<file path="config.mk">
export PLATFORM = sky130hd
export DESIGN_NAME = alu_sequencer
export DESIGN_NICKNAME = d
export VERILOG_FILES = /design/src/rtl/alu_sequencer_pkg.sv /design/src/rtl/alu_regfile.sv /design/src/rtl/alu_sequencer.sv
export SDC_FILE = /design/constraint.sdc
export NUM_CORES = 1
export LEC_CHECK = 0
export BUFFER_PORTS_ARGS = -buffer_cell sky130_fd_sc_hd__buf_2
export CAP_MARGIN = 5
export CORE_UTILIZATION = 45
export CTS_CLUSTER_DIAMETER = 80
export DETAILED_ROUTE_END_ITERATION = 12
export PLACE_DENSITY = 0.68
export SLEW_MARGIN = 25
export SYNTH_ARGS = -nofsm -noshare
export SYNTH_HDL_FRONTEND = slang
export SYNTH_SLANG_ARGS = --single-unit
</file>
<file path="constraint.sdc">
create_clock -name clock -period 5.3 [get_ports clock]
set_clock_uncertainty 0.15 [all_clocks]
set_input_delay 0.53 -clock clock [delete_from_list [all_inputs] [get_ports clock]]
set_output_delay 0.53 -clock clock [all_outputs]
set_load 0.02 [all_outputs]
</file>
<file path="src/rtl/alu_sequencer_pkg.sv">
// rtl/alu_sequencer_pkg.sv - opcodes, FSM states, instruction fields and flag order for alu_sequencer
package alu_sequencer_pkg;

   localparam int INSTR_W = 16;
   localparam int OP_W    = 5;
   localparam int REG_AW  = 3;
   localparam int IM_W    = 3;

   localparam int OP_MSB = 15;
   localparam int OP_LSB = 11;
   localparam int RD_MSB = 10;
   localparam int RD_LSB = 8;
   localparam int RS_MSB = 7;
   localparam int RS_LSB = 5;
   localparam int IM_MSB = 4;
   localparam int IM_LSB = 2;

   // flags output is {CF,ZF,SF,OF}
   localparam int FLAG_CF = 3;
   localparam int FLAG_ZF = 2;
   localparam int FLAG_SF = 1;
   localparam int FLAG_OF = 0;

   localparam logic [OP_W-1:0] OP_NOP   = 5'b00000;
   localparam logic [OP_W-1:0] OP_ADD   = 5'b00001;
   localparam logic [OP_W-1:0] OP_AND   = 5'b00010;
   localparam logic [OP_W-1:0] OP_SUB   = 5'b00011;
   localparam logic [OP_W-1:0] OP_OR    = 5'b00100;
   localparam logic [OP_W-1:0] OP_XOR   = 5'b00101;
   localparam logic [OP_W-1:0] OP_MOV   = 5'b00110;
   localparam logic [OP_W-1:0] OP_ADC   = 5'b00111;
   localparam logic [OP_W-1:0] OP_NOT   = 5'b01000;
   localparam logic [OP_W-1:0] OP_SAR   = 5'b01001;
   localparam logic [OP_W-1:0] OP_SLR   = 5'b01010;
   localparam logic [OP_W-1:0] OP_SAL   = 5'b01011;
   localparam logic [OP_W-1:0] OP_SLL   = 5'b01100;
   localparam logic [OP_W-1:0] OP_ROL   = 5'b01101;
   localparam logic [OP_W-1:0] OP_ROR   = 5'b01110;
   localparam logic [OP_W-1:0] OP_SHOWR = 5'b11111;

   typedef enum logic [1:0] {
      ST_IDLE = 2'd0,
      ST_READ = 2'd1,
      ST_EXEC = 2'd2,
      ST_WB   = 2'd3
   } state_t;

   // Defined result-producing ops occupy one contiguous opcode range.
   function automatic logic op_writes_reg(input logic [OP_W-1:0] op);
      return (op >= OP_ADD) && (op <= OP_ROR);
   endfunction

   function automatic logic op_writes_flags(input logic [OP_W-1:0] op);
      return op_writes_reg(op) && (op != OP_MOV) && (op != OP_NOT);
   endfunction

   function automatic logic op_is_illegal(input logic [OP_W-1:0] op);
      return (op != OP_NOP) && (op != OP_SHOWR) && !op_writes_reg(op);
   endfunction

endpackage

</file>
<file path="src/rtl/alu_regfile.sv">
// rtl/alu_regfile.sv - register file, two async read ports, one sync write port, async clear
module alu_regfile #(
   parameter int DATA_W = 8,
   parameter int NREGS  = 8,
   parameter int AW     = 3
) (
   input  logic              clock,
   input  logic              reset_n,
   input  logic              i_we,
   input  logic [AW-1:0]     i_waddr,
   input  logic [DATA_W-1:0] i_wdata,
   input  logic [AW-1:0]     i_raddr_a,
   input  logic [AW-1:0]     i_raddr_b,
   output logic [DATA_W-1:0] o_rdata_a,
   output logic [DATA_W-1:0] o_rdata_b
);

   logic [DATA_W-1:0] r_mem [NREGS];

   always_ff @(posedge clock or negedge reset_n) begin
      if (!reset_n) begin
         for (int i = 0; i < NREGS; i++) begin
            r_mem[i] <= '0;
         end
      end else if (i_we) begin
         r_mem[i_waddr] <= i_wdata;
      end
   end

   assign o_rdata_a = r_mem[i_raddr_a];
   assign o_rdata_b = r_mem[i_raddr_b];

endmodule

</file>
<file path="src/rtl/alu_sequencer.sv">
// rtl/alu_sequencer.sv - four-state instruction sequencer driving an external ALU
module alu_sequencer
   import alu_sequencer_pkg::*;
#(
   parameter int DATA_W = 8,
   parameter int NREGS  = 8
) (
   input  logic              clock,
   input  logic              reset_n,
   input  logic              instr_valid,
   input  logic [15:0]       instr,
   output logic              instr_ready,
   input  logic              host_we,
   input  logic [2:0]        host_addr,
   input  logic [DATA_W-1:0] host_wdata,
   output logic [DATA_W-1:0] alu_in1,
   output logic [DATA_W-1:0] alu_in2,
   output logic [2:0]        alu_im,
   output logic [4:0]        alu_op,
   input  logic [DATA_W-1:0] alu_res,
   input  logic              alu_cf,
   input  logic              alu_zf,
   input  logic              alu_sf,
   input  logic              alu_of,
   output logic [3:0]        flags,
   output logic              done,
   output logic              illegal,
   output logic              show_valid,
   output logic [DATA_W-1:0] show_data
);

   state_t              r_state;
   logic [OP_W-1:0]     r_op;
   logic [REG_AW-1:0]   r_rd;
   logic [REG_AW-1:0]   r_rs;
   logic [IM_W-1:0]     r_im;
   logic [DATA_W-1:0]   r_res;
   logic [3:0]          r_alu_flags;
   logic [3:0]          r_flags;
   logic                r_done;
   logic                r_illegal;
   logic                r_show_valid;
   logic [DATA_W-1:0]   r_show_data;

   logic                w_idle;
   logic                w_busy;
   logic                w_accept;
   logic                w_we;
   logic [REG_AW-1:0]   w_waddr;
   logic [DATA_W-1:0]   w_wdata;
   logic [DATA_W-1:0]   w_rdata_a;
   logic [DATA_W-1:0]   w_rdata_b;
   logic                w_unused;

   assign w_idle   = (r_state == ST_IDLE);
   assign w_busy   = (r_state == ST_READ) || (r_state == ST_EXEC);
   assign w_accept = instr_valid && w_idle;
   assign w_unused = ^instr[1:0];

   // Host preload and writeback share the single write port; they live in different states.
   assign w_we    = (w_idle && host_we) || ((r_state == ST_WB) && op_writes_reg(r_op));
   assign w_waddr = w_idle ? host_addr  : r_rd;
   assign w_wdata = w_idle ? host_wdata : r_res;

   alu_regfile #(
      .DATA_W (DATA_W),
      .NREGS  (NREGS),
      .AW     (REG_AW)
   ) u_regfile (
      .clock     (clock),
      .reset_n   (reset_n),
      .i_we      (w_we),
      .i_waddr   (w_waddr),
      .i_wdata   (w_wdata),
      .i_raddr_a (r_rd),
      .i_raddr_b (r_rs),
      .o_rdata_a (w_rdata_a),
      .o_rdata_b (w_rdata_b)
   );

   always_ff @(posedge clock or negedge reset_n) begin
      if (!reset_n) begin
         r_state      <= ST_IDLE;
         r_op         <= OP_NOP;
         r_rd         <= '0;
         r_rs         <= '0;
         r_im         <= '0;
         r_res        <= '0;
         r_alu_flags  <= '0;
         r_flags      <= '0;
         r_done       <= 1'b0;
         r_illegal    <= 1'b0;
         r_show_valid <= 1'b0;
         r_show_data  <= '0;
      end else begin
         r_done       <= 1'b0;
         r_illegal    <= 1'b0;
         r_show_valid <= 1'b0;
         case (r_state)
            ST_IDLE: begin
               if (w_accept) begin
                  r_op    <= instr[OP_MSB:OP_LSB];
                  r_rd    <= instr[RD_MSB:RD_LSB];
                  r_rs    <= instr[RS_MSB:RS_LSB];
                  r_im    <= instr[IM_MSB:IM_LSB];
                  r_state <= ST_READ;
               end
            end
            ST_READ: begin
               r_state <= ST_EXEC;
            end
            ST_EXEC: begin
               r_res                <= alu_res;
               r_alu_flags[FLAG_CF] <= alu_cf;
               r_alu_flags[FLAG_ZF] <= alu_zf;
               r_alu_flags[FLAG_SF] <= alu_sf;
               r_alu_flags[FLAG_OF] <= alu_of;
               r_state              <= ST_WB;
            end
            ST_WB: begin
               r_done    <= 1'b1;
               r_illegal <= op_is_illegal(r_op);
               if (op_writes_flags(r_op)) begin
                  r_flags <= r_alu_flags;
               end
               if (r_op == OP_SHOWR) begin
                  r_show_valid <= 1'b1;
                  r_show_data  <= w_rdata_a;
               end
               r_state <= ST_IDLE;
            end
            default: r_state <= ST_IDLE;
         endcase
      end
   end

   assign instr_ready = w_idle;
   assign alu_op      = w_busy ? r_op      : OP_NOP;
   assign alu_im      = w_busy ? r_im      : '0;
   assign alu_in1     = w_busy ? w_rdata_a : '0;
   assign alu_in2     = w_busy ? w_rdata_b : '0;
   assign flags       = r_flags;
   assign done        = r_done;
   assign illegal     = r_illegal;
   assign show_valid  = r_show_valid;
   assign show_data   = r_show_data;

endmodule
</file>
## Word level (Yosys, flattened, before mapping)

Cells that the tools add are included.

| word-level totals | value |
|---|---|
| bits in registers | 107 |
| input port bits | 43 |
| output and inout bits | 40 |
| word-level logic and storage cells | 75 |

| cells by class | value |
|---|---|
| $lt $le $gt $ge | 6 |
| eq/ne operators | 8 |
| multiplexer cells | 21 |
| bitwise operators | 3 |
| reduce and logical (&&, ||, !) cells | 17 |

Operators by type and width:

| kind | count |
|---|---|
| $bwmux W64 | 1 |
| $mux W8 | 8 |
| $bmux W8 S3 | 2 |
| $demux W8 S3 | 1 |
| $ge A4 B4 Y1 const B | 3 |
| $not A3 Y4 | 3 |
| $logic_and A1 B1 Y1 | 9 |
| $pmux W2 S4 | 1 |
| $mux W3 | 2 |
| $reduce_and A2 Y1 | 3 |
| $eq A5 B5 Y1 const B | 1 |
| $ge A5 B1 Y1 const B | 1 |
| $le A5 B4 Y1 const B | 1 |
| $mux W5 | 1 |
| $ne A5 B3 Y1 const B | 1 |
| $ne A5 B4 Y1 const B | 1 |
| $ne A5 B5 Y1 const B | 1 |
| $reduce_bool A5 Y1 | 1 |
| $eq A2 B2 Y1 const B | 2 |
| $lt A4 B1 Y1 const B | 1 |
| $mux W1 | 4 |
| $eq A2 B1 Y1 const B | 1 |
| $logic_not A2 Y1 | 1 |
| $logic_or A1 B1 Y1 | 2 |
| 3 further kinds | 3 |

## Logic depth before layout (Yosys ltp)

Gate-level depths: netlist (run 1).

| depth | value |
|---|---|
| depth after elaboration | 8 |
| depth in mapped cells | 8 |
| gate-level depth less buffers | 6 |

## Modules after synthesis

A second synthesis (run 1) with hierarchy kept.

| unflattened totals | value |
|---|---|
| cell total of the unflattened synthesis | 347 |
| area total of the unflattened synthesis | 5519.0 um2 |

By module, submodules not included:

| module | instances | cells an instance | area each (um2) | seq. area each (um2) |
|---|---|---|---|---|
| alu_regfile | 1 | 201 | 3539.6 | 1601.5 |
| alu_sequencer | 1 | 146 | 1979.4 | 1076.0 |

## Worst setup path before layout (run 1)

No wires, ideal clock.

| timing | value |
|---|---|
| path type | register to register |
| start | reg r_state[0] |
| end | reg u_regfile.r_mem[32] in the netlist's numbering |
| setup time | 125 ps |
| arrival time | 2072 ps |
| required time | 5025 ps |
| path slack | 2953 ps |
| cell stages (with the launch flop) | 8 |
| buffers on the path | 1 |
| period minus slack after synthesis | 2347 ps |
| cell sequence | dfrtp_1 > inv_1 > ha_1 > buf_6 > mux2i_4 > nand4_4 > a21oi_4 > mux2_4 |

| on the way | value |
|---|---|
| longest elaborated chain between the ends | 8 |
| elaborated cells on any way between the ends | 14 |
| those cells by class | order compare: 2; eq/ne: 1; mux: 5; bitwise: 1; reduce/logical: 5 |

Ends and longest elaborated chain:

| what | RTL line | source |
|---|---|---|
| from (decl) | alu_sequencer.sv:32 | `state_t r_state;` |
| from (signal assigned) | alu_sequencer.sv:83 | `r_state <= ST_IDLE;` |
| from (signal assigned) | alu_sequencer.sv:106 | `r_state <= ST_READ;` |
| from (signal assigned) | alu_sequencer.sv:110 | `r_state <= ST_EXEC;` |
| $logic_not A2 Y1 (*) | alu_sequencer.sv:55 | `assign w_idle = (r_state == ST_IDLE);` |
| named net instr_ready | alu_sequencer.sv:12 | `output logic instr_ready,` |
| $mux W3 | alu_sequencer.sv:62 | `assign w_waddr = w_idle ? host_addr : r_rd;` |
| $not A3 Y4 (not written as such) | alu_regfile.sv:26 | `r_mem[i_waddr] <= i_wdata;` |
| $ge A4 B4 Y1 (not written as such) or $lt A4 B1 Y1 (tied branches) | alu_regfile.sv:26 |  |
| $logic_and A1 B1 Y1 (not written as such) | alu_regfile.sv:26 |  |
| $mux W8 (not written as such) | alu_regfile.sv:26 |  |
| $demux W8 S3 | alu_regfile.sv:26 |  |
| $bwmux W64 | alu_regfile.sv:26 |  |
| to (signal, indexed assignment) | alu_regfile.sv:26 |  |
| to (decl) | alu_regfile.sv:18 | `logic [DATA_W-1:0] r_mem [NREGS];` |

Mark *: on every way through the listed nets, which the timed path passes. The rest lies on a longest branch.
A chain may end at the register's enable or synchronous reset.

## Worst setup path in the final report (run 1)

| timing | value |
|---|---|
| start | reg r_rd[0] |
| end | out alu_in1[0] |

| on the way | value |
|---|---|
| longest elaborated chain between the ends | 5 |

Ends and longest elaborated chain:

| what | RTL line | source |
|---|---|---|
| from (decl) | alu_sequencer.sv:34 | `logic [REG_AW-1:0] r_rd;` |
| from (signal assigned) | alu_sequencer.sv:103 | `r_rd <= instr[RD_MSB:RD_LSB];` |
| $not A3 Y4 (not written as such) | alu_regfile.sv:30 | `assign o_rdata_a = r_mem[i_raddr_a];` |
| $bmux W8 S3 | alu_regfile.sv:30 |  |
| $mux W8 (not written as such) (2 in a row) | alu_regfile.sv:30 |  |
| $mux W8 | alu_sequencer.sv:140 | `assign alu_in1 = w_busy ? w_rdata_a : '0;` |
| to (decl) | alu_sequencer.sv:16 | `output logic [DATA_W-1:0] alu_in1,` |

Every way passes these cells. The select of a mux whose other input is x is not followed.

==> summary.log, run 1 <==
INFO  worst_setup_path critPathArrivalTime=2.74ns
INFO  floorplan      core_area=0.0121sqmm
INFO  global_routing grt_max_degree=60
INFO  final_layout   syn2layout_area_growth=14.1%
INFO  synthesis      mappedNetlistNets=442
INFO  synthesis      post_synthesis_average_cell_area=14.3squm
INFO  cts            post_cts_setup_driven_buffer_insertion_count=0
INFO  cts            cts.clk_slew.worst_paths=0.07ns
INFO  final_layout   antennaDiodeCount=0
INFO  worst_setup_path capturing_instance_or_port_of_the_critical_path=alu_in1[0]
INFO  global_routing first_global_vias=3645
INFO  worst_setup_path timing.critical_path.from=r_rd[0]
INFO  power_and_ir_drop irDropWorstVdd=0.281mV
INFO  floorplan      starting_density_of_the_core=0.467
INFO  detailed_routing wire_per_inst=19.7microns
INFO  timing         final_critical_path_setup_slack=1.88ns
INFO  cts            ctsHoldBuffers=0
INFO  synthesis      post_synth_inst_count=395
INFO  run_status     status=completed
INFO  cts            number_of_buffers_created_by_cts=9
INFO  final_layout   layout.nets=519
INFO  detailed_routing drt_first_iter_violations=121
INFO  worst_setup_path rr_startpoint=r_state[0]
INFO  worst_setup_path worst-r2r-cell-count=5
INFO  timing         hold_viol_final=0
INFO  floorplan      die_x=114microns
INFO  cts            tritoncts_num_sinks=107
INFO  worst_setup_path criticalPathCategory=flop to output port
INFO  detailed_routing totalWireLength=12700microns
INFO  global_routing wire_length_of_the_first_global_routing_pass=19800microns
INFO  timing         min_period_over_period=0.645
INFO  worst_setup_path critPathLaunchType=flop
INFO  placed_design  numPortBuffers=80
INFO  synthesis      synth.distinct_cells=42
INFO  timing         timing.fmax=292MHz
INFO  cts            cts-htree-levels=3
INFO  synthesis      synth.cell_area=0.00565sqmm
INFO  synthesis      synth_async_sr_flop_share=1.00
INFO  detailed_routing ant_nets=0
INFO  worst_setup_path cp_data_required_time=4.62ns
INFO  timing         finalSetupViolations=0
INFO  worst_setup_path timing.rr.end=u_regfile.r_mem[47]
INFO  worst_hold_path min_path_type=primary input to asynchronous set/reset pin
INFO  detailed_routing first_pass_iters=4
INFO  detailed_routing routed_via_density=5.47
INFO  flow_run       cap_violations=0
INFO  power_and_ir_drop power.leakage=2.95nW
INFO  timing         worst_case_hold_slack=0.0524ns
INFO  power_and_ir_drop powerDensity=714mW/mm^2
INFO  worst_setup_path end_kind=output port
INFO  placed_design  numPlacedInstances=629
INFO  cts            worst_skew_pair.late_latency=0.35ns
INFO  floorplan      floorplan.io_pins=83
INFO  worst_setup_path timing.critical_path.fanout_max=19
INFO  final_layout   fin_cells=643
INFO  global_routing initial_antenna_violation_count=0
INFO  cts            clock_tree.root_cell=sky130_fd_sc_hd__clkbuf_16
INFO  floorplan      die_h=114microns
INFO  synthesis      yosysWarningCount=0
INFO  detailed_routing route.vias.total=3515
INFO  timing         final-max-slew-violation-count=0
INFO  synthesis      ys_seq_elements=107
INFO  timing         timing.max_slew.rel_slack=0.359
INFO  final_layout   final_layout_size_suffix_gt1_frac=0.398
INFO  cts            cts_buffer_depth=2
INFO  cts            number_of_gates_given_a_new_drive_strength_after_cts=0
INFO  power_and_ir_drop power=4.60mW
INFO  final_layout   utilization=0.532
INFO  placed_design  gpl.final_weighted_congestion=0.793
INFO  synthesis      synth-edff-count=0
INFO  detailed_routing drcViolationCount=0
INFO  worst_setup_path register_to_register_path_setup_slack=2.25ns
INFO  floorplan      placementRows=40
INFO  timing         unrepaired_setup_endpoints_after_global_routing=no
INFO  synthesis      synth_top_flop_cell=sky130_fd_sc_hd__dfrtp_1
INFO  placed_design  postPlaceCellArea=0.00619sqmm
INFO  placed_design  place_ws=2.21ns
INFO  placed_design  detailedPlacementHpwl=8500microns
INFO  global_routing groute.usage.overall=0.206
INFO  timing         fin_tns_setup=0ns
INFO  synthesis      synth-seq-area-share=0.474
INFO  floorplan      die_area=0.0130sqmm
INFO  global_routing global_route_total_overflow=0
INFO  cts            cts_tree=done
INFO  timing         post-route-min-period=3.42ns
INFO  final_layout   fin_area=0.00644sqmm
INFO  timing         max_slew.worst_pin.slew=0.962ns
where the power goes:
part / switching (mW) / internal (mW) / leakage [nW]
combinational: 1.25 / 1.17 / 1.52
clock: 0.284 / 0.312 / 0.121
sequential: 0.368 / 1.21 / 1.31
how the worst min path moves through the flow:
stage / endpoint / slack [ns] / depth (start not counted)
3_5_place_dp: show_data[0] / 0.32 / 1
3_3_place_gp: show_data[4] / 0.31 / 2
6_report: r_res[5] / 0.05 / 1
2_1_floorplan: done / 0.08 / 0
5_1_grt: r_res[5] / 0.10 / 1
4_1_cts: r_res[5] / 0.07 / 1
cell families after synthesis:
family	count (synthesis)	synth area share
adder cells (fa/ha/maj)	4	0.00886
AND/OR/NAND/NOR	58	0.0574
multiplexers	163	0.379
AO/OA/AOI/OAI	37	0.0574
XOR/XNOR	1	0.00155
flip-flops	107	0.474
buffers and inverters	25	0.0221
sequential cells by signal, summed over array words and instances (netlist names), 3 cells and up:
| signal | count |
|---|---|
| u_regfile.r_mem | 64 |
| r_res | 8 |
| show_data | 8 |
| r_op | 5 |
| flags | 4 |
| r_alu_flags | 4 |
| r_im | 3 |
| r_rd | 3 |
| r_rs | 3 |
cells in the mapped netlist, types with 3 or more instances:
| library cell | number | share of area |
|---|---|---|
| sky130_fd_sc_hd__a22oi_1 | 5 | 0.0066 |
| sky130_fd_sc_hd__dfrtp_1 | 107 | 0.47 |
| sky130_fd_sc_hd__mux4_2 | 16 | 0.064 |
| sky130_fd_sc_hd__o21ai_1 | 4 | 0.0035 |
| sky130_fd_sc_hd__buf_1 | 3 | 0.0020 |
| sky130_fd_sc_hd__clkbuf_1 | 4 | 0.0027 |
| sky130_fd_sc_hd__and2_1 | 12 | 0.013 |
| sky130_fd_sc_hd__ha_1 | 4 | 0.0089 |
| sky130_fd_sc_hd__o22ai_1 | 3 | 0.0033 |
| sky130_fd_sc_hd__mux2i_1 | 29 | 0.051 |
| sky130_fd_sc_hd__nor2b_1 | 5 | 0.0055 |
| sky130_fd_sc_hd__nand2_1 | 14 | 0.0093 |
| sky130_fd_sc_hd__a221oi_1 | 3 | 0.0047 |
| sky130_fd_sc_hd__o211ai_1 | 4 | 0.0053 |
| sky130_fd_sc_hd__a21oi_4 | 7 | 0.020 |
| sky130_fd_sc_hd__mux2_1 | 52 | 0.10 |
| sky130_fd_sc_hd__inv_1 | 6 | 0.0040 |
| sky130_fd_sc_hd__buf_2 | 7 | 0.0062 |
| sky130_fd_sc_hd__mux2_2 | 25 | 0.050 |
| sky130_fd_sc_hd__mux2_4 | 40 | 0.11 |
| sky130_fd_sc_hd__nor2_1 | 16 | 0.011 |
per-layer routing:
layer / vias to the layer above / routed length [microns] / part of all wire / global-route usage
li1: 1609 / - / - / -
met1: 1801 / 5710 / 0.45 / 0.270
met2: 83 / 6130 / 0.48 / 0.338
met3: 22 / 490 / 0.039 / 0.0296
met4: 0 / 352 / 0.028 / 0.103
met5: - / 0 / 0 / 0
worst max-delay path, stage by stage, from the launching register on:
cell and delay, ns:
sky130_fd_sc_hd__dfrtp_1 0.97, sky130_fd_sc_hd__buf_4 0.38, sky130_fd_sc_hd__mux2_1 0.34, sky130_fd_sc_hd__o22ai_1 0.19, sky130_fd_sc_hd__a221oi_1 0.11, sky130_fd_sc_hd__and2_1 0.24, sky130_fd_sc_hd__buf_2 0.15
cell type report:
type	count	area (sq um)
Timing Repair Buffer	84	433
Tap cell	168	210
Clock buffer	11	233
Multi-Input combinational cell	263	2850
Sequential cell	107	2680
Clock inverter	3	17.5
Inverter	7	26.3
Fill cell	1038	5670
cells in the final DEF (no fill, tap or decap), drive strengths merged, types with 3 or more instances in the layout:
master    n
a21oi     9
a221oi    3
a22oi     5
and2     12
buf      84
clkbuf   11
dfrtp   107
ha        4
inv       7
mux2    117
mux2i    30
mux4     16
nand2    14
nand4     3
nor2     16
nor2b     5
o211ai    4
o21ai     6
o22ai     3
Power figures use the tool's default switching activity.
==> inputs of run 2 (changes only) <==
--- a/config.mk
+++ b/config.mk
@@ -5,12 +5,13 @@
 export SDC_FILE = /design/constraint.sdc
 export NUM_CORES = 1
 export LEC_CHECK = 0
+export ABC_AREA = 1
 export BUFFER_PORTS_ARGS = -buffer_cell sky130_fd_sc_hd__buf_2
 export CAP_MARGIN = 5
 export CORE_UTILIZATION = 45
 export CTS_CLUSTER_DIAMETER = 80
 export DETAILED_ROUTE_END_ITERATION = 12
-export PLACE_DENSITY = 0.68
+export PLACE_DENSITY = 0.71
 export SLEW_MARGIN = 25
 export SYNTH_ARGS = -nofsm -noshare
 export SYNTH_HDL_FRONTEND = slang
==> constraint.sdc (replaced) <==
create_clock -name clock -period 2.9 [get_ports clock]
set_clock_uncertainty 0.15 [all_clocks]
set_input_delay 0.29 -clock clock [delete_from_list [all_inputs] [get_ports clock]]
set_output_delay 0.29 -clock clock [all_outputs]
set_load 0.02 [all_outputs]
==> run 2 against run 1 <==
Against the previous run:
- via count up 51%
- die area up 2.9%
- synthesized area up 2.9%
- sequential power up 66%
- routed wire length up 23%
- clock power up 110%
- cell area up 6.5%
- core utilization up 1.2 points
- setup slack worse by 1.7 ns
- critical path type unchanged
- largest cell class unchanged
==> summary.log, run 2 <==
INFO  synthesis      mappedNetlistNets=810 [+83%]
INFO  worst_setup_path criticalPathCategory=flop to output port
INFO  synthesis      post_synthesis_average_cell_area=7.62squm [-47%]
INFO  cts            cts_tree=done
INFO  worst_setup_path crit_path_cell_trace=o21ai_0 > o21ai_0 > nor2_1 > nor2_1 > buf_2
INFO  cts            worst_skew_pair.late_latency=0.36ns [about the same]
INFO  worst_setup_path critPathLaunchType=flop
INFO  final_layout   syn2layout_area_growth=18.0%
INFO  global_routing grt_max_degree=108 [+80%]
INFO  worst_setup_path worst-r2r-cell-count=6 [+1]
INFO  timing         max_slew.worst_pin.slew=0.898ns [-0.0634 ns]
INFO  cts            cts-htree-levels=3 [unchanged]
INFO  detailed_routing m1WireLength=7210microns [+26%]
INFO  worst_setup_path rr_startpoint=r_state[1]
INFO  power_and_ir_drop irDropWorstVdd=0.645mV [+130%]
INFO  detailed_routing totalWireLength=15700microns [+23%]
INFO  detailed_routing highest-signal-layer=met4
INFO  detailed_routing routed-wl-met3=1140microns [+130%]
INFO  timing         hold_viol_final=0 [unchanged]
INFO  detailed_routing met2RoutedLength=6980microns [+14%]
INFO  floorplan      starting_density_of_the_core=0.461 [-0.00569]
INFO  synthesis      yosysWarningCount=0 [unchanged]
INFO  synthesis      synth-edff-count=0 [unchanged]
INFO  synthesis      synth_area_leaders=sky130_fd_sc_hd__dfrtp_1, sky130_fd_sc_hd__nand2_1, sky130_fd_sc_hd__nand3_1
INFO  placed_design  gpl.final_weighted_congestion=0.874 [+10%]
INFO  placed_design  detailedPlacementHpwl=10600microns [+24%]
INFO  timing         min_period_over_period=0.929
INFO  final_layout   fin_area=0.00686sqmm [+6.5%]
INFO  final_layout   largest_register_ff_count=64 [unchanged]
INFO  global_routing global_route_total_overflow=0 [unchanged]
INFO  final_layout   utilization=0.544 [+0.0117]
INFO  worst_setup_path capturing_instance_or_port_of_the_critical_path=alu_in2[3]
INFO  floorplan      core_area=0.0126sqmm [+4.2%]
INFO  cts            number_of_buffers_created_by_cts=9 [unchanged]
INFO  synthesis      synth-seq-area-share=0.460 [-0.0135]
INFO  placed_design  postPlaceCellArea=0.00644sqmm [+3.9%]
INFO  final_layout   final_common_cell=sky130_fd_sc_hd__nand2_1
INFO  final_layout   fin_cells=1026 [+60%]
INFO  floorplan      die_h=116microns [+1.4%]
INFO  timing         timing.fmax=371MHz
INFO  global_routing groute.usage.overall=0.256 [+0.0494]
INFO  synthesis      synthMostInstantiatedCell=sky130_fd_sc_hd__nand2_1
INFO  timing         finalSetupViolations=0 [unchanged]
INFO  power_and_ir_drop powerDensity=1280mW/mm^2 [+79%]
INFO  worst_setup_path timing.rr.end=u_regfile.r_mem[21]
INFO  worst_setup_path timing.critical_path.fanout_max=24 [+5]
INFO  cts            number_of_gates_given_a_new_drive_strength_after_cts=0 [unchanged]
INFO  final_layout   max_flop_register=u_regfile.r_mem
INFO  detailed_routing route.vias.total=5301 [+51%]
INFO  timing         final-max-slew-violation-count=0 [unchanged]
INFO  detailed_routing routed_via_density=5.17 [-5.5%]
INFO  final_layout   final_layout_size_suffix_gt1_frac=0.167 [-0.230]
INFO  cts            clock_tree.root_cell=sky130_fd_sc_hd__clkbuf_16
INFO  synthesis      synth.cells.most_frequent=sky130_fd_sc_hd__nand2_1, sky130_fd_sc_hd__dfrtp_1, sky130_fd_sc_hd__nand3_1, sky130_fd_sc_hd__o21ai_0
INFO  worst_hold_path min_path_type=primary input to flop
INFO  worst_setup_path timing.critical_path.from=r_rs[1]
INFO  final_layout   antennaDiodeCount=0 [unchanged]
INFO  timing         unrepaired_setup_endpoints_after_global_routing=no
INFO  worst_setup_path critPathArrivalTime=2.25ns [-0.49 ns]
INFO  final_layout   final_cell_mix=sky130_fd_sc_hd__nand2_1, sky130_fd_sc_hd__dfrtp_1, sky130_fd_sc_hd__nand3_1
INFO  cts            cts.clk_slew.worst_paths=0.07ns [about the same]
INFO  detailed_routing wire_per_inst=15.3microns [-23%]
INFO  worst_setup_path crit_path_max_incr_delay=0.93ns [-0.04 ns]
INFO  global_routing initial_antenna_violation_count=0 [unchanged]
INFO  synthesis      synth_top_flop_cell=sky130_fd_sc_hd__dfrtp_1
INFO  synthesis      post_synth_inst_count=763 [+93%]
INFO  worst_setup_path critPathSlowestCell=sky130_fd_sc_hd__dfrtp_1
INFO  cts            tritoncts_num_sinks=107 [unchanged]
INFO  floorplan      placementRows=41 [+2.5%]
INFO  synthesis      post-synth-top-area-cell=sky130_fd_sc_hd__dfrtp_1
INFO  final_layout   fillerInstances=1207 [+16%]
INFO  detailed_routing ant_nets=0 [unchanged]
INFO  floorplan      die_area=0.0134sqmm [+2.9%]
INFO  floorplan      floorplan.io_pins=83 [unchanged]
INFO  timing         post-route-min-period=2.69ns
INFO  worst_setup_path register_to_register_path_setup_slack=0.67ns [-1.58 ns]
INFO  floorplan      die_x=116microns [+1.4%]
INFO  flow_run       cap_violations=0 [unchanged]
INFO  power_and_ir_drop power.leakage=3.66nW [+24%]
INFO  synthesis      synth.cell_area=0.00582sqmm [+2.9%]
INFO  detailed_routing drt_first_iter_violations=623 [+410%]
INFO  final_layout   layout.nets=896 [+73%]
INFO  detailed_routing drcViolationCount=0 [unchanged]
INFO  synthesis      synth.top_cell.area_share=0.460 [-0.0135]
INFO  placed_design  numPortBuffers=80 [unchanged]
INFO  cts            cts_buffer_depth=2 [unchanged]
INFO  global_routing wire_length_of_the_first_global_routing_pass=25600microns [+29%]
INFO  global_routing first_global_vias=5007 [+37%]
INFO  timing         timing.max_slew.rel_slack=0.401 [+0.0422]
INFO  synthesis      synth_async_sr_flop_share=1.00 [unchanged]
INFO  detailed_routing first_pass_iters=5 [+1]
INFO  placed_design  numPlacedInstances=998 [+59%]
INFO  worst_setup_path cp_data_required_time=2.46ns [-2.16 ns]
INFO  timing         fin_tns_setup=0ns [unchanged]
INFO  synthesis      ys_seq_elements=107 [unchanged]
INFO  synthesis      synth.distinct_cells=24 [-43%]
INFO  run_status     status=completed
INFO  power_and_ir_drop power=8.77mW [+91%]
INFO  worst_setup_path end_kind=output port
[run 2: worst min-delay path by stage]
stage                    start  cells after the start  slack, ns             end
finish              alu_res[7]                      3       0.01        r_res[7]
global route         instr[11]                      2       0.01         r_op[0]
CTS                 alu_res[7]                      3     0.0005        r_res[7]
detailed placement     reset_n                      2       0.26  r_alu_flags[2]
global placement       reset_n                      2       0.25        flags[2]
floorplan              reset_n                      0      -0.16            done
[run 2: cell type report]
class                           instances  area (sq um)  share of cell area
Timing Repair Buffer                  111           716               0.104
Multi-Input combinational cell        557          2710               0.394
Sequential cell                       107          2680               0.390
Tap cell                              172           215              0.0314
Inverter                               63           244              0.0356
Clock inverter                          5          62.6             0.00912
Clock buffer                           11           243              0.0354
[run 2: through the flow]
| stage | setup WS, ns | hold WS (ns) |
|---|---|---|
| final | 0.206 | 0.0113 |
| after CTS | 0.239 | 0.000501 |
| after global placement | 0.651 | 0.255 |
| after global routing | 0.117 | 0.0109 |
| after floorplan | 0.885 | -0.156 |
| after detailed placement | 0.637 | 0.265 |
[run 2: per-layer routing]
| layer | GRT usage | up-vias |
|---|---|---|
| met2 | 0.400 | 187 |
| met1 | 0.353 | 2424 |
| li1 | - | 2668 |
| met5 | 0 | - |
| met3 | 0.0607 | 22 |
| met4 | 0.0795 | 0 |
[run 2: timing repair]
action                                 4_1_cts  5_1_grt
buffers inserted                             0        0
endpoints found under the hold margin      117        1
hold buffers                                11        1
[run 2: cell families (layout without fill, tap and decap cells)]
| group | Yosys count | count (layout) | share of synthesized area |
|---|---|---|---|
| simple gates | 404 | 404 | 0.310 |
| buf+inv | 99 | 190 | 0.0744 |
| flops | 107 | 107 | 0.460 |
| mux | 9 | 9 | 0.0174 |
| compound gates | 140 | 140 | 0.129 |
| fa+ha+maj | 4 | 4 | 0.00861 |
[run 2: critical path, delay by kind of cell (launching register included)]
family,cells,cell delay (ns)
compound gates,2,0.48
buf+inv,1,0.21
flops,1,0.93
simple gates,2,0.28
[run 2: power breakdown]
group | internal (mW) | switching (mW)
Sequential | 2.11 | 0.514
Clock | 0.697 | 0.562
Combinational | 1.54 | 3.34
Total | 4.35 | 4.42
==> inputs of run 3 (changes only) <==
--- a/config.mk
+++ b/config.mk
@@ -8,6 +8,7 @@
 export ABC_AREA = 1
 export BUFFER_PORTS_ARGS = -buffer_cell sky130_fd_sc_hd__buf_2
 export CAP_MARGIN = 5
+export CORE_ASPECT_RATIO = 0.9
 export CORE_UTILIZATION = 45
 export CTS_CLUSTER_DIAMETER = 80
 export DETAILED_ROUTE_END_ITERATION = 12
==> run 3 against run 2 <==
Against the previous run:
- first-iteration DRC count shrank 11%
- routed wire length grew 1.0%
- combinational power is essentially flat
- sequential power is essentially flat
- register-to-register slack lost 0.09 ns
- count of clock-buffer cells in the layout shrank 1
- global-route usage shrank 0.64 points
- fmax grew 5.4%
- via count grew 1.5%
- worst hold slack lost 0.0027 ns
- clock power is essentially flat
- sequential share of layout area grew 0.18 points
- largest cell class unchanged
==> summary.log, run 3 (synthesized netlist as in run 2, its figures left out) <==
INFO  floorplan      core_area=0.0126sqmm [+0.15%]
INFO  global_routing initial_antenna_violation_count=0 [unchanged]
INFO  final_layout   seq_area=0.00268sqmm [unchanged]
INFO  run_status     status=completed
INFO  timing         max_slew.worst_pin.slew=0.907ns [+0.00918 ns]
INFO  detailed_routing first_pass_iters=6 [+1]
INFO  timing         post-route-min-period=2.56ns [-0.139 ns]
INFO  cts            cts.clk_slew.worst_paths=0.07ns [about the same]
INFO  cts            worst_skew_pair.late_latency=0.35ns [about the same]
INFO  final_layout   antennaDiodeCount=0 [unchanged]
INFO  final_layout   syn2layout_area_growth=17.5%
INFO  cts            number_of_buffers_created_by_cts=9 [unchanged]
INFO  floorplan      die_area=0.0134sqmm [about the same]
INFO  global_routing groute.usage.overall=0.249 [-0.00638]
INFO  timing         timing.fmax=391MHz [+5.4%]
INFO  detailed_routing ant_nets=0 [unchanged]
INFO  global_routing wire_length_of_the_first_global_routing_pass=25100microns [-2.0%]
INFO  detailed_routing wire_per_inst=15.6microns [+2.0%]
INFO  placed_design  numPlacedInstances=988 [-1.0%]
INFO  detailed_routing route.vias.total=5379 [+1.5%]
INFO  final_layout   final_cell_mix=sky130_fd_sc_hd__nand2_1, sky130_fd_sc_hd__dfrtp_1, sky130_fd_sc_hd__nand3_1
INFO  worst_setup_path criticalPathCategory=flop to output port
INFO  final_layout   fillerInstances=1233 [+2.2%]
INFO  placed_design  gpl.final_weighted_congestion=0.845 [-3.3%]
INFO  final_layout   layout.nets=895 [-0.11%]
INFO  final_layout   final_common_cell=sky130_fd_sc_hd__nand2_1
INFO  cts            number_of_gates_given_a_new_drive_strength_after_cts=0 [unchanged]
INFO  cts            cts_buffer_depth=2 [unchanged]
INFO  worst_setup_path critPathArrivalTime=2.12ns [-0.13 ns]
INFO  final_layout   largest_register_ff_count=64 [unchanged]
INFO  worst_setup_path critPathLaunchType=flop
INFO  timing         hold_viol_final=0 [unchanged]
INFO  timing         timing.max_slew.rel_slack=0.391 [-0.0102]
INFO  cts            cts-htree-levels=3 [unchanged]
INFO  cts            tritoncts_num_sinks=107 [unchanged]
INFO  power_and_ir_drop irDropWorstVdd=0.492mV [-24%]
INFO  floorplan      starting_density_of_the_core=0.460 [-0.000684]
INFO  detailed_routing routed_via_density=5.29 [+2.5%]
INFO  floorplan      floorplan.io_pins=83 [unchanged]
INFO  placed_design  detailedPlacementHpwl=10800microns [+2.5%]
INFO  floorplan      die_h=110microns [-5.0%]
INFO  cts            clock_tree.root_cell=sky130_fd_sc_hd__clkbuf_16
INFO  global_routing grt_max_degree=62 [-43%]
INFO  placed_design  numPortBuffers=80 [unchanged]
INFO  floorplan      placementRows=39 [-4.9%]
INFO  power_and_ir_drop powerDensity=1270mW/mm^2 [-0.23%]
INFO  cts            cts_tree=done
INFO  floorplan      die_x=122microns [+5.3%]
INFO  final_layout   utilization=0.541 [-0.00328]
INFO  detailed_routing drt_first_iter_violations=556 [-11%]
INFO  timing         finalSetupViolations=0 [unchanged]
INFO  final_layout   multiInputGateArea=0.00271sqmm [unchanged]
INFO  flow_run       cap_violations=0 [unchanged]
INFO  final_layout   fin_cells=1016 [-0.97%]
INFO  final_layout   final_layout_size_suffix_gt1_frac=0.165 [-0.00195]
INFO  timing         min_period_over_period=0.881 [-0.0478]
INFO  power_and_ir_drop power.leakage=3.65nW [-0.31%]
INFO  worst_setup_path timing.critical_path.fanout_max=14 [-42%]
INFO  timing         unrepaired_setup_endpoints_after_global_routing=no
INFO  final_layout   max_flop_register=u_regfile.r_mem
INFO  worst_setup_path end_kind=output port
INFO  timing         final-max-slew-violation-count=0 [unchanged]
INFO  detailed_routing drcViolationCount=0 [unchanged]
INFO  global_routing first_global_vias=4815 [-3.8%]
INFO  detailed_routing totalWireLength=15800microns [+1.0%]
INFO  worst_hold_path min_path_type=primary input to flop
INFO  timing         fin_tns_setup=0ns [unchanged]
INFO  worst_setup_path cp_data_required_time=2.46ns [about the same]
INFO  global_routing global_route_total_overflow=0 [unchanged]
run 3: changes by cell type in the layout (fill, tap and decap cells not counted):
cell	before	now
sky130_fd_sc_hd__inv_6	0	1
sky130_fd_sc_hd__buf_12	4	3
sky130_fd_sc_hd__buf_4	16	15
sky130_fd_sc_hd__clkinv_4	2	1
sky130_fd_sc_hd__clkbuf_1	1	0
sky130_fd_sc_hd__dlygate4sd3_1	12	13
run 3: path summary, 6_finish.rpt:
check | to | start | cells after the start | slack (ns)
worst min-delay path | r_rs[1] | instr[6] | 2 | 0.009
worst min register to register | u_regfile.r_mem[51] | u_regfile.r_mem[51] | 2 | 0.32
worst max register to register | u_regfile.r_mem[53] | r_state[0] | 7 | 0.58
min in group asynchronous | flags[2] | reset_n | 2 | 0.33
max in group asynchronous | show_data[5] | reset_n | 3 | 1.50
worst max-delay path | alu_in2[2] | r_rs[0] | 6 | 0.34
run 3: stage by stage:
stage | setup WS [ns] | instance area, sq um | hold WS (ns) | power [mW]
floorplan | 0.885 | 5820 | -0.156 | 5.92
CTS | 0.384 | 6830 | 0.00216 | 8.70
global route | 0.201 | 6830 | 0.00286 | 9.37
finish | 0.345 | 6830 | 0.00852 | 8.71
global placement | 0.649 | 6400 | 0.192 | 7.33
detailed placement | 0.596 | 6400 | 0.194 | 7.42
run 3: layer usage:
layer  routed length [microns]  up-vias  track usage
met5                         0        -            0
met4                       222        0       0.0820
met3                      1190       16       0.0482
met2                      7060      207        0.387
met1                      7340     2500        0.349
li1                          -     2656            -
run 3: report_power, final:
group	leakage [nW]	switching (mW)	internal (mW)
Sequential	1.35	0.482	2.11
Combinational	2.16	3.37	1.50
Clock	0.141	0.559	0.693
Total	3.65	4.41	4.30
run 3: area by class of cell:
cell class | count | share of cell area
sequential | 107 | 0.392
multi-input combinational | 557 | 0.396
clock buffer | 10 | 0.0350
tap | 164 | 0.0300
inverter | 63 | 0.0357
timing repair buffer | 110 | 0.102
clock inverter | 5 | 0.00916
run 3: critical path, stage by stage, from the launching register on:
cell and delay [ns]:
sky130_fd_sc_hd__dfrtp_1 0.67, sky130_fd_sc_hd__clkinv_1 0.43, sky130_fd_sc_hd__nor2_1 0.20, sky130_fd_sc_hd__o21ai_0 0.10, sky130_fd_sc_hd__nor2_1 0.10, sky130_fd_sc_hd__nor2_1 0.10, sky130_fd_sc_hd__buf_2 0.17
run 3: timing repair:
item | CTS | global route
endpoints found under the setup margin | 0 | 0
setup buffers | 0 | 0
endpoints found under the hold margin | 58 | 0
hold buffers | 13 | 0
